**src/rtl/ldm_xfer_pkg.sv**
```systemverilog
// Shared definitions for the LDM/STM memory-side transfer unit.
package ldm_xfer_pkg;

    localparam logic [0:0] ST_IDLE = 1'b0;
    localparam logic [0:0] ST_REQ  = 1'b1;

    localparam logic [3:0]  PC_REG_CODE     = 4'd15;
    localparam logic [31:0] ADDR_ALIGN_MASK = 32'hFFFF_FFFC;

    typedef struct packed {
        logic        l;
        logic [31:0] addr;
        logic [3:0]  reg_code;
        logic [31:0] wdata;
        logic        last;
    } xfer_entry_t;

    function automatic logic [31:0] align_addr(input logic [31:0] a);
        return a & ADDR_ALIGN_MASK;
    endfunction

endpackage

```
**src/rtl/ldm_xfer_fifo.sv**
```systemverilog
// Transfer FIFO: DEPTH entries, registered occupancy, combinational head read.
// Callers must never push when full or pop when empty.
module ldm_xfer_fifo
    import ldm_xfer_pkg::*;
#(
    parameter int DEPTH = 4
) (
    input  logic        clk,
    input  logic        rst_n,
    input  logic        push,
    input  logic        pop,
    input  xfer_entry_t wr_entry,
    output xfer_entry_t rd_entry,
    output logic        full,
    output logic        empty
);

    localparam int AW = $clog2(DEPTH);
    localparam logic [AW:0] FULL_COUNT = DEPTH[AW:0];

    xfer_entry_t   mem [DEPTH];
    logic [AW-1:0] wr_ptr;
    logic [AW-1:0] rd_ptr;
    logic [AW:0]   count;

    // Storage array; contents are don't-care until written, so no reset.
    always_ff @(posedge clk) begin
        if (push) begin
            mem[wr_ptr] <= wr_entry;
        end
    end

    // Pointers and occupancy; simultaneous push and pop leaves count unchanged.
    always_ff @(posedge clk or negedge rst_n) begin
        if (!rst_n) begin
            wr_ptr <= '0;
            rd_ptr <= '0;
            count  <= '0;
        end else begin
            if (push) wr_ptr <= wr_ptr + 1'b1;
            if (pop)  rd_ptr <= rd_ptr + 1'b1;
            case ({push, pop})
                2'b10:   count <= count + 1'b1;
                2'b01:   count <= count - 1'b1;
                default: count <= count;
            endcase
        end
    end

    assign rd_entry = mem[rd_ptr];
    assign full     = (count == FULL_COUNT);
    assign empty    = (count == '0);

endmodule

```
**src/rtl/ldm_xfer_unit.sv**
```systemverilog
// Memory-side executor for LDM/STM block transfers: buffers per-register
// transfers, issues them on the dmem req/ack bus, and writes back load data.
//
// state | meaning
// IDLE  | no request outstanding; launch from FIFO head when en
// REQ   | request on the bus, held stable until ack
module ldm_xfer_unit
    import ldm_xfer_pkg::*;
#(
    parameter int DEPTH = 4
) (
    input  logic        clk,
    input  logic        rst_n,
    input  logic        en,
    input  logic        i_xfer_vld,
    input  logic        i_xfer_l,
    input  logic [31:0] i_xfer_base,
    input  logic [31:0] i_xfer_offset,
    input  logic [3:0]  i_xfer_reg_code,
    input  logic [31:0] i_xfer_wdata,
    input  logic        i_xfer_last,
    output logic        o_xfer_ready,
    output logic        o_dmem_req,
    output logic        o_dmem_we,
    output logic [31:0] o_dmem_addr,
    output logic [31:0] o_dmem_wdata,
    input  logic        i_dmem_ack,
    input  logic [31:0] i_dmem_rdata,
    output logic        o_rf_we,
    output logic [3:0]  o_rf_waddr,
    output logic [31:0] o_rf_wdata,
    output logic        o_pc_load,
    output logic [31:0] o_pc_value,
    output logic        o_xfer_busy,
    output logic        o_xfer_done
);

    logic [0:0]  state;
    xfer_entry_t req_q;
    xfer_entry_t head;
    xfer_entry_t new_entry;
    logic        fifo_full;
    logic        fifo_empty;
    logic        push;
    logic        pop;
    logic        ack_fire;

    // Pack the incoming transfer; address is computed and aligned at push time.
    always_comb begin
        new_entry          = '0;
        new_entry.l        = i_xfer_l;
        new_entry.addr     = align_addr(i_xfer_base + i_xfer_offset);
        new_entry.reg_code = i_xfer_reg_code;
        new_entry.wdata    = i_xfer_wdata;
        new_entry.last     = i_xfer_last;
    end

    assign push     = i_xfer_vld & ~fifo_full & en;
    assign ack_fire = (state == ST_REQ) & i_dmem_ack;
    assign pop      = ~fifo_empty & en & ((state == ST_IDLE) | ack_fire);

    ldm_xfer_fifo #(.DEPTH(DEPTH)) u_fifo (
        .clk      (clk),
        .rst_n    (rst_n),
        .push     (push),
        .pop      (pop),
        .wr_entry (new_entry),
        .rd_entry (head),
        .full     (fifo_full),
        .empty    (fifo_empty)
    );

    // Request FSM: a pop always lands in the request register and enters REQ,
    // which gives back-to-back issue when the next entry is ready at ack.
    always_ff @(posedge clk or negedge rst_n) begin
        if (!rst_n) begin
            state <= ST_IDLE;
            req_q <= '0;
        end else if (pop) begin
            state <= ST_REQ;
            req_q <= head;
        end else if (ack_fire) begin
            state <= ST_IDLE;
        end
    end

    // Completion slot one cycle after ack: register-file write, PC load, done.
    always_ff @(posedge clk or negedge rst_n) begin
        if (!rst_n) begin
            o_rf_we     <= 1'b0;
            o_rf_waddr  <= '0;
            o_rf_wdata  <= '0;
            o_pc_load   <= 1'b0;
            o_pc_value  <= '0;
            o_xfer_done <= 1'b0;
        end else begin
            o_rf_we     <= 1'b0;
            o_pc_load   <= 1'b0;
            o_xfer_done <= 1'b0;
            if (ack_fire) begin
                o_xfer_done <= req_q.last;
                if (req_q.l) begin
                    if (req_q.reg_code == PC_REG_CODE) begin
                        o_pc_load  <= 1'b1;
                        o_pc_value <= i_dmem_rdata & ADDR_ALIGN_MASK;
                    end else begin
                        o_rf_we    <= 1'b1;
                        o_rf_waddr <= req_q.reg_code;
                        o_rf_wdata <= i_dmem_rdata;
                    end
                end
            end
        end
    end

    assign o_xfer_ready = ~fifo_full;
    assign o_dmem_req   = (state == ST_REQ);
    assign o_dmem_we    = (state == ST_REQ) & ~req_q.l;
    assign o_dmem_addr  = req_q.addr;
    assign o_dmem_wdata = req_q.wdata;
    assign o_xfer_busy  = ~fifo_empty | (state == ST_REQ);

endmodule
```
**config.mk**
```make
export PLATFORM = sky130hd
export DESIGN_NAME = ldm_xfer_unit
export DESIGN_NICKNAME = d
export VERILOG_FILES = /design/src/rtl/ldm_xfer_pkg.sv /design/src/rtl/ldm_xfer_fifo.sv /design/src/rtl/ldm_xfer_unit.sv
export SDC_FILE = /design/constraint.sdc
export NUM_CORES = 1
export LEC_CHECK = 0
export ABC_AREA = 1
export BUFFER_PORTS_ARGS = -buffer_cell sky130_fd_sc_hd__buf_2
export CORE_ASPECT_RATIO = 0.8
export CORE_MARGIN = 5
export CORE_UTILIZATION = 28
export DETAILED_ROUTE_END_ITERATION = 8
export PLACE_DENSITY_LB_ADDON = 0.25
export SYNTH_ARGS = -nofsm -noshare
export SYNTH_HDL_FRONTEND = slang
export SYNTH_SLANG_ARGS = --single-unit
```
**constraint.sdc**
```tcl
create_clock -name clk -period 4.3 [get_ports clk]
set_clock_uncertainty 0.1 [all_clocks]
set_input_delay 0.215 -clock clk [delete_from_list [all_inputs] [get_ports clk]]
set_output_delay 0.215 -clock clk [all_outputs]
set_load 0.05 [all_outputs]
```
Yosys cells after proc, flatten, opt, wreduce, memory -nomap -nowiden. Memory sizes are Yosys's and may differ from the RTL's. A register that Yosys moved wholly into a read port is not among the register bits. Cells that the tools add are included.

Register bits: 109. RAM bits: 272. Memories kept: 1. Input port bits: 139.

Memory list: u_fifo.mem (depth 4, width 68, rd ports 1, clocked after Yosys merged registers in 1, write ports 1, RTL line ldm_xfer_fifo.sv:21) `xfer_entry_t mem [DEPTH];`.

Bitwise gates (word level): 13. Equality and inequality tests: 4. Reductions and logical operators: 6. Mux-type cells: 12. Add/subtract/negate cells: 5.

Operator list (number): $add 32x32->32 (1); $mux 1 (11); $and 1x1->1 (6); $pmux 3 s2 (1); $reduce_and 3->1 (2); $not 1->1 (5); $add 2x1->2 const B (2); $eq 4x4->1 const B (1); $reduce_bool 2->1 (2); $add 3x1->3 const B (1); $eq 3x3->1 const B (1); $logic_not 3->1 (1); $sub 3x1->3 const B (1); $eq 2x1->1 const B (1); $eq 2x2->1 const B (1); $or 1x1->1 (2); $logic_not 1->1 (1).

Logic depth before layout (Yosys ltp). Gate-level depths: netlist of the first run.

Depth after elaboration: 6. Depth in mapped cells: 13.

Cells and area by module. From an unflattened synthesis of the first run, not the netlist that was laid out.

Cell total of the unflattened synthesis: 2010. Area total of the unflattened synthesis: 19617.6 um^2.

Modules (own cells, without submodules): ldm_xfer_fifo (sequential area each 8583.2 um^2, area each 11483.5 um^2, cells each 865, instances 1); ldm_xfer_unit (sequential area each 3503.4 um^2, area each 8134.1 um^2, cells each 1145, instances 1).

Worst setup path before layout of the first run. No wires, ideal clock.

Kind: reg-to-reg. Start: register u_fifo.count[0]. End: memory u_fifo.mem[0][0] (netlist bit), enable pin. Cell stages (with the launch flop): 5. Arrival time: 4.172 ns. Setup slack: -0.466 ns. Setup time: 0.495 ns. Path through: dfrtp_1 > inv_1 > nand3_1 > nand3_1 > nor2_1.

Longest elaborated chain between the ends: 6.

RTL lines: start: declaration (RTL line ldm_xfer_fifo.sv:24) `logic [AW:0] count;`; start signal: assignment (RTL line ldm_xfer_fifo.sv:43) `2'b10: count <= count + 1'b1;`; start signal: assignment (RTL line ldm_xfer_fifo.sv:44) `2'b01: count <= count - 1'b1;`; start signal: assignment (RTL line ldm_xfer_fifo.sv:45) `default: count <= count;`; $eq 3x3->1 (RTL line ldm_xfer_fifo.sv:51) `assign full = (count == FULL_COUNT);`; $not 1->1; named net o_xfer_ready (RTL line ldm_xfer_unit.sv:22) `output logic o_xfer_ready,`; $and 1x1->1 (2 in series) (RTL line ldm_xfer_unit.sv:58) `assign push = i_xfer_vld & ~fifo_full & en;`; $mux 1 (RTL line ldm_xfer_fifo.sv:28) `if (push) begin`; $mux 1 (implied by the code) (RTL line ldm_xfer_fifo.sv:29) `mem[wr_ptr] <= wr_entry;`; end: declaration (RTL line ldm_xfer_fifo.sv:21).

The timed path passes the listed nets, and every way through them passes these cells.

==> out/metrics.csv, run 1 <==
metric,value,unit
wl_met1,22.5,mm
syn_area_per_cell,10.1,µm²
cts_buffer_depth,3,
gp_congestion,0.844,
place_area,0.0202,mm²
cp.required,4690,ps
postCtsSetupRepairBufs,0,
r2r-end,o_dmem_wdata[15],
numCtsBuffers,48,
maxCapViolations,0,
dr.first_iter.drc_count,500,
routedWlPerCell,15.9,µm
max_freq,399,MHz
synth_top_area_share,44.3,%
r2r.worst_path.cells,5,
min_path_type,in -> reg,
port_buffers,273,
end_kind,flop,
grt_pass1_vias,13400,
clkSlewWorstSetupHoldPaths,60,ps
ys_warn_count,0,
drc,0,
start_util,28.2,%
hp-start,i_xfer_base[31],
hold_buffers,73,
wl,47.7,mm
dr_total_vias,13000,
post_cts_resized,0,
arrival,2890,ps
status,"complete, no violations",
drtPass1Iterations,5,
grt_overflow,0,
ys_ff_latch,417,
antenna_found_initial,1,
areaGrowthSynthToFinish,21.7,%
hold-path-cell-count,4,
setup_viol,0,
grt_max_degree,87,
io_pins,278,
drive_gt1_share,17.6,%
r2r_start,u_fifo.rd_ptr[0],
synth_area,0.0184,mm²
diodes,0,
cp-start-kind,flop,
worst-setup-path-type,reg -> reg,
cts_root_buf,clkbuf_16,
rows,84,
die_y,240,µm
path_max_fanout,79,
layout.cells.most_common_list,"nand2_1 (511), buf_2 (272), edfxtp_1 (272)",
hold_viol,0,
synth_top_cell_by_area,edfxtp_1,
fin_crit,2500,ps
die_area,0.0711,mm²
irDropWorstVdd,317,µV
nets,2284,
core-area,0.0655,mm²
cts_tree,built,
die_w,297,µm
rrSetupSlack,1800,ps
grt_setup_unrepaired,false,
dp_hpwl,30.8,mm
clock_latency,570,ps
ant_nets,0,
grt_usage,13.2,%
synth_cell_type_count,32,
power_leakage,10.0,nW
hold_end,u_fifo.mem[0][66],
worst_pin_slew,1160,ps
cts_max_level,2,
power.total,15.6,mW
synth_cells,1830,
period_share,58.2,%
finalMaxSlewViolations,0,
slew_headroom,22.7,%
ys_seq_area_share,63.9,%
cts.sinks,417,
p_per_area,695,mW/mm²
vias_per_cell,4.33,
route.met2.wl,22.1,mm
routed-wl-met3,2.25,mm
grt_pass1_wl,75.4,mm
top_layer_used,met5,
ys_top_cells_by_area,"edfxtp_1 (44%), dfrtp_1 (20%), nand2_1 (10%), nor2_1 (3.8%), o21ai_0 (3.7%)",
mostFrequentLayoutCell,nand2_1,
final_area,0.0225,mm²
[state kept, by name, indices dropped and copies added (netlist names), 2 cells and up]
| register | flops |
|---|---|
| o_pc_value | 30 |
| o_rf_waddr | 4 |
| req_q | 6 |
| o_dmem_wdata | 32 |
| u_fifo.mem | 272 |
| u_fifo.count | 3 |
| u_fifo.rd_ptr | 2 |
| o_rf_wdata | 32 |
| u_fifo.wr_ptr | 2 |
| o_dmem_addr | 30 |
[power by group]
part	switching (mW)	total (mW)	internal, mW
combinational	4.44	5.87	1.44
sequential	0.569	5.84	5.27
clock	1.59	3.89	2.29
[how the worst max path moves through the flow]
stage,depth (start not counted),endpoint,slack [ps],from
floorplan,4,u_fifo.mem[0][0],-470,u_fifo.count[0]
finish,5,o_dmem_wdata[15],1800,u_fifo.rd_ptr[0]
global placement,5,o_dmem_wdata[15],1800,u_fifo.rd_ptr[0]
global route,5,o_dmem_wdata[15],1540,u_fifo.rd_ptr[0]
CTS,5,o_dmem_wdata[15],1740,u_fifo.rd_ptr[0]
detailed placement,5,u_fifo.mem[3][30],1770,u_fifo.count[0]
[logic make-up after synthesis]
logic type               Yosys count  synth area share (%)
other                              1                0.0203
AND/OR/NAND/NOR                  737                  15.4
flip-flops                       417                  63.9
buffers and inverters            316                  8.42
adder cells (fa/ha/maj)           36                  2.48
XOR/XNOR                          21                 0.997
AO/OA/AOI/OAI                    302                  8.73
[cells in the mapped netlist (all sizes together)]
cell type	number
a21oi	22
dfrtp	145
nor2	190
xor2	19
o31ai	1
and2	1
fa	1
o21bai	1
ha	35
nand2	517
and3	2
o21ai	210
nor3	1
o22ai	68
inv	180
nand4	4
conb	1
xnor2	2
nand3	22
edfxtp	272
clkbuf	26
buf	110
[final cells by class]
class | instances | area [µm²]
fillers | 6663 | 43000
flip-flops and latches | 417 | 11800
multi-input cells | 1100 | 5140
repair buffers | 362 | 2250
clock buffers | 70 | 1350
well taps | 860 | 1080
inverters | 180 | 678
clock inverters | 18 | 161
[critical path, cell delays in order (launching register included)]
cell and delay (ps):
dfrtp_4 850, buf_4 750, o21ai_0 200, o22ai_1 250
nand2_1 80, nand2_1 100
[through the flow]
step	TNS, ps	setup slack, ps	util (%)	hold WS [ps]	std cells
after floorplan	-126850	-466	-	-181	1833
after global placement	0	1800	30.9	268	2846
after detailed placement	0	1770	30.9	279	2846
after CTS	0	1740	34.3	97.6	3007
after global routing	0	1540	34.3	163	3007
final	0	1800	34.3	119	3007
[per-layer routing]
metal	global-route usage, %	vias to the layer above
met5	0	-
met1	18.0	6130
met3	2.53	57
met4	3.08	2
li1	-	6541
met2	22.1	276
Note: power is estimated with default switching activity, not from simulation.
==> inputs of run 2 (changes only) <==
- clock period: 4.3 -> 2.1 ns (I/O delays scaled with it)
==> run 2 against run 1 <==
Critical path depth up 3. Maximum frequency up 24%. Worst setup slack worse by 1700 ps. Highest routed layer is now met4. Critical endpoint is now u_fifo.count[2]. Largest power group unchanged.
==> out/metrics.csv, run 2 (same netlist as run 1, synthesis figures left out) <==
metric,value,unit,change
status,"complete, no violations",,
cts_root_buf,clkbuf_16,,
tns,0,ps,unchanged
vias_per_cell,4.32,,about the same
gp_congestion,0.868,,+2.9%
dr_total_vias,13100,,+0.88%
min_path_type,in -> reg,,
r2r-end,u_fifo.count[2],,
dr.first_iter.drc_count,729,,+46%
r2r.worst_path.cells,8,,+3
hold-path-cell-count,3,,-1
power_switching,13.7,mW,+110%
p_per_area,1420,mW/mm²,+100%
swShare,42.2,%,-0.11 points
numCtsBuffers,47,,-2.1%
preCtsSetupSlack,111,ps,-1660 ps
clkSlewWorstSetupHoldPaths,60,ps,about the same
areaGrowthSynthToFinish,24.2,%,
worst-setup-path-type,reg -> reg,,
ant_nets,0,,unchanged
path_max_fanout,3,,-96%
grt_max_degree,139,,+60%
cp.required,2440,ps,-2250 ps
rrSetupSlack,80,ps,-1710 ps
drive_gt1_share,18.6,%,+1.0 points
cts_tree,built,,
grt_pass1_wl,75.5,mm,+0.14%
fin_crit,2020,ps,-486 ps
internal_power,18.8,mW,+110%
die_y,240,µm,unchanged
largest_reg_flops,272,,unchanged
setup_viol,0,,unchanged
mostFrequentLayoutCell,nand2_1,,
regMostFlops,u_fifo.mem,,
grt_setup_unrepaired,false,,
start_util,28.2,%,unchanged
power.total,32.5,mW,+110%
routedWlPerCell,15.9,µm,about the same
worst_pin_slew,888,ps,-271 ps
die_w,297,µm,unchanged
hold_viol,0,,unchanged
hold_slack,49.0,ps,-70.2 ps
nets,2310,,+1.1%
drc,0,,unchanged
finalMaxSlewViolations,0,,unchanged
grt_pass1_vias,13200,,-1.0%
io_pins,278,,unchanged
max_stage_delay,440,ps,-410 ps
cts_max_level,2,,unchanged
cts_buffer_depth,3,,unchanged
hold_end,u_fifo.mem[0][48],,
slowest_stage,dfrtp_1,,
max_freq,496,MHz,+24%
diodes,0,,unchanged
drtPass1Iterations,5,,unchanged
slew_headroom,40.6,%,+18 points
hp-start,i_xfer_offset[13],,
period_share,96.1,%,+38 points
die_area,0.0711,mm²,unchanged
place_area,0.0206,mm²,+1.7%
grt_overflow,0,,unchanged
maxCapViolations,0,,unchanged
fillCellCount,6588,,-1.1%
p_clk_share,24.5,%,-0.4 points
cp_cell_sequence,"o31ai_2, a21oi_4, ha_1, inv_1, fa_1, a21oi_1, o21ai_0, xor2_1",,
port_buffers,273,,unchanged
seq_power_share,36.0,%,-1.4 points
core-area,0.0655,mm²,unchanged
arrival,2360,ps,-530 ps
dp_hpwl,30.7,mm,-0.40%
irDropWorstVdd,897,µV,+180%
rows,84,,unchanged
wl,48.1,mm,+0.87%
pwr-share-comb,39.6,%,+1.9 points
clock_latency,570,ps,about the same
cp-start-kind,flop,,
cts.sinks,417,,unchanged
grt_usage,13.3,%,+0.077 points
power_leakage,10.2,nW,+2.0%
end_kind,flop,,
layout.cells.most_common_list,"nand2_1 (511), buf_2 (272), edfxtp_1 (272)",,
r2r_start,u_fifo.count[2],,
antenna_found_initial,0,,-1
fin_ws,82.4,ps,-1710 ps
final_area,0.0229,mm²,+2.0%
-- run 2: changes by cell type in the layout (fill, tap and decap cells not counted), sizes merged --
| cell | change |
|---|---|
| inv | +4 |
| clkinvlp | -1 |
| buf | +16 |
| clkbuf | -5 |
| clkinv | +2 |
| dlygate4sd3 | +11 |
-- run 2: worst max path at each step --
stage / cells past startpoint / start / slack (ps) / to
after floorplan: 4 / u_fifo.count[1] / -300 / u_fifo.mem[0][0]
after global routing: 8 / u_fifo.count[2] / 10 / u_fifo.count[2]
after CTS: 8 / u_fifo.count[2] / 120 / u_fifo.count[2]
after detailed placement: 12 / i_xfer_base[9] / 110 / u_fifo.mem[3][53]
final: 8 / u_fifo.count[2] / 80 / u_fifo.count[2]
after global placement: 8 / u_fifo.count[2] / 110 / u_fifo.count[2]
-- run 2: worst max-delay path: cells and delay by family, from the launching register on --
kind	cells	cell delay (ps)
AOI/OAI and AO/OA	4	550
buffers and inverters	1	80
xor gates and xnor gates	1	160
adders and majority gates	2	560
DFF	1	440
-- run 2: final cells by class --
type	instances	area (µm²)	share of cell area, %
clock buffer	65	1330	5.78
clock inverter	23	186	0.814
inverter	180	681	2.97
multi-input combinational	1100	5170	22.6
sequential	417	11800	51.5
tap	860	1080	4.70
timing repair buffer	389	2670	11.6
-- run 2: what timing repair did --
action,4_1_cts,5_1_grt
endpoints found under the setup margin,0,7
setup buffers,0,0
endpoints found under the hold margin,375,0
gates resized for setup,0,2
hold buffers,84,0
-- run 2: per-layer routing --
layer | part of all wire (%) | track usage, % | wire [µm] | up-vias
met2 | 45 | 21.7 | 21700 | 307
met4 | 2.3 | 3.75 | 1090 | 0
li1 | - | - | - | 6570
met1 | 48 | 18.3 | 23000 | 6181
met3 | 4.8 | 2.61 | 2320 | 63
met5 | 0 | 0 | 0 | -
-- run 2: power groups by stage --
stage	Combinational (mW)	Clock, mW	Sequential (mW)
2_1_floorplan	7.98	0	13.7
3_3_place_gp	12.9	0	11.8
3_5_place_dp	13.0	0	11.8
4_1_cts	13.1	8.22	11.7
5_1_grt	14.1	8.56	11.9
6_report	12.8	7.94	11.7
-- run 2: metrics by stage --
| step | util, % | cells |
|---|---|---|
| 2_1_floorplan | - | 1833 |
| 3_3_place_gp | 31.4 | 2862 |
| 3_5_place_dp | 31.4 | 2862 |
| 4_1_cts | 35.0 | 3034 |
| 5_1_grt | 35.0 | 3034 |
| 6_report | 35.0 | 3034 |
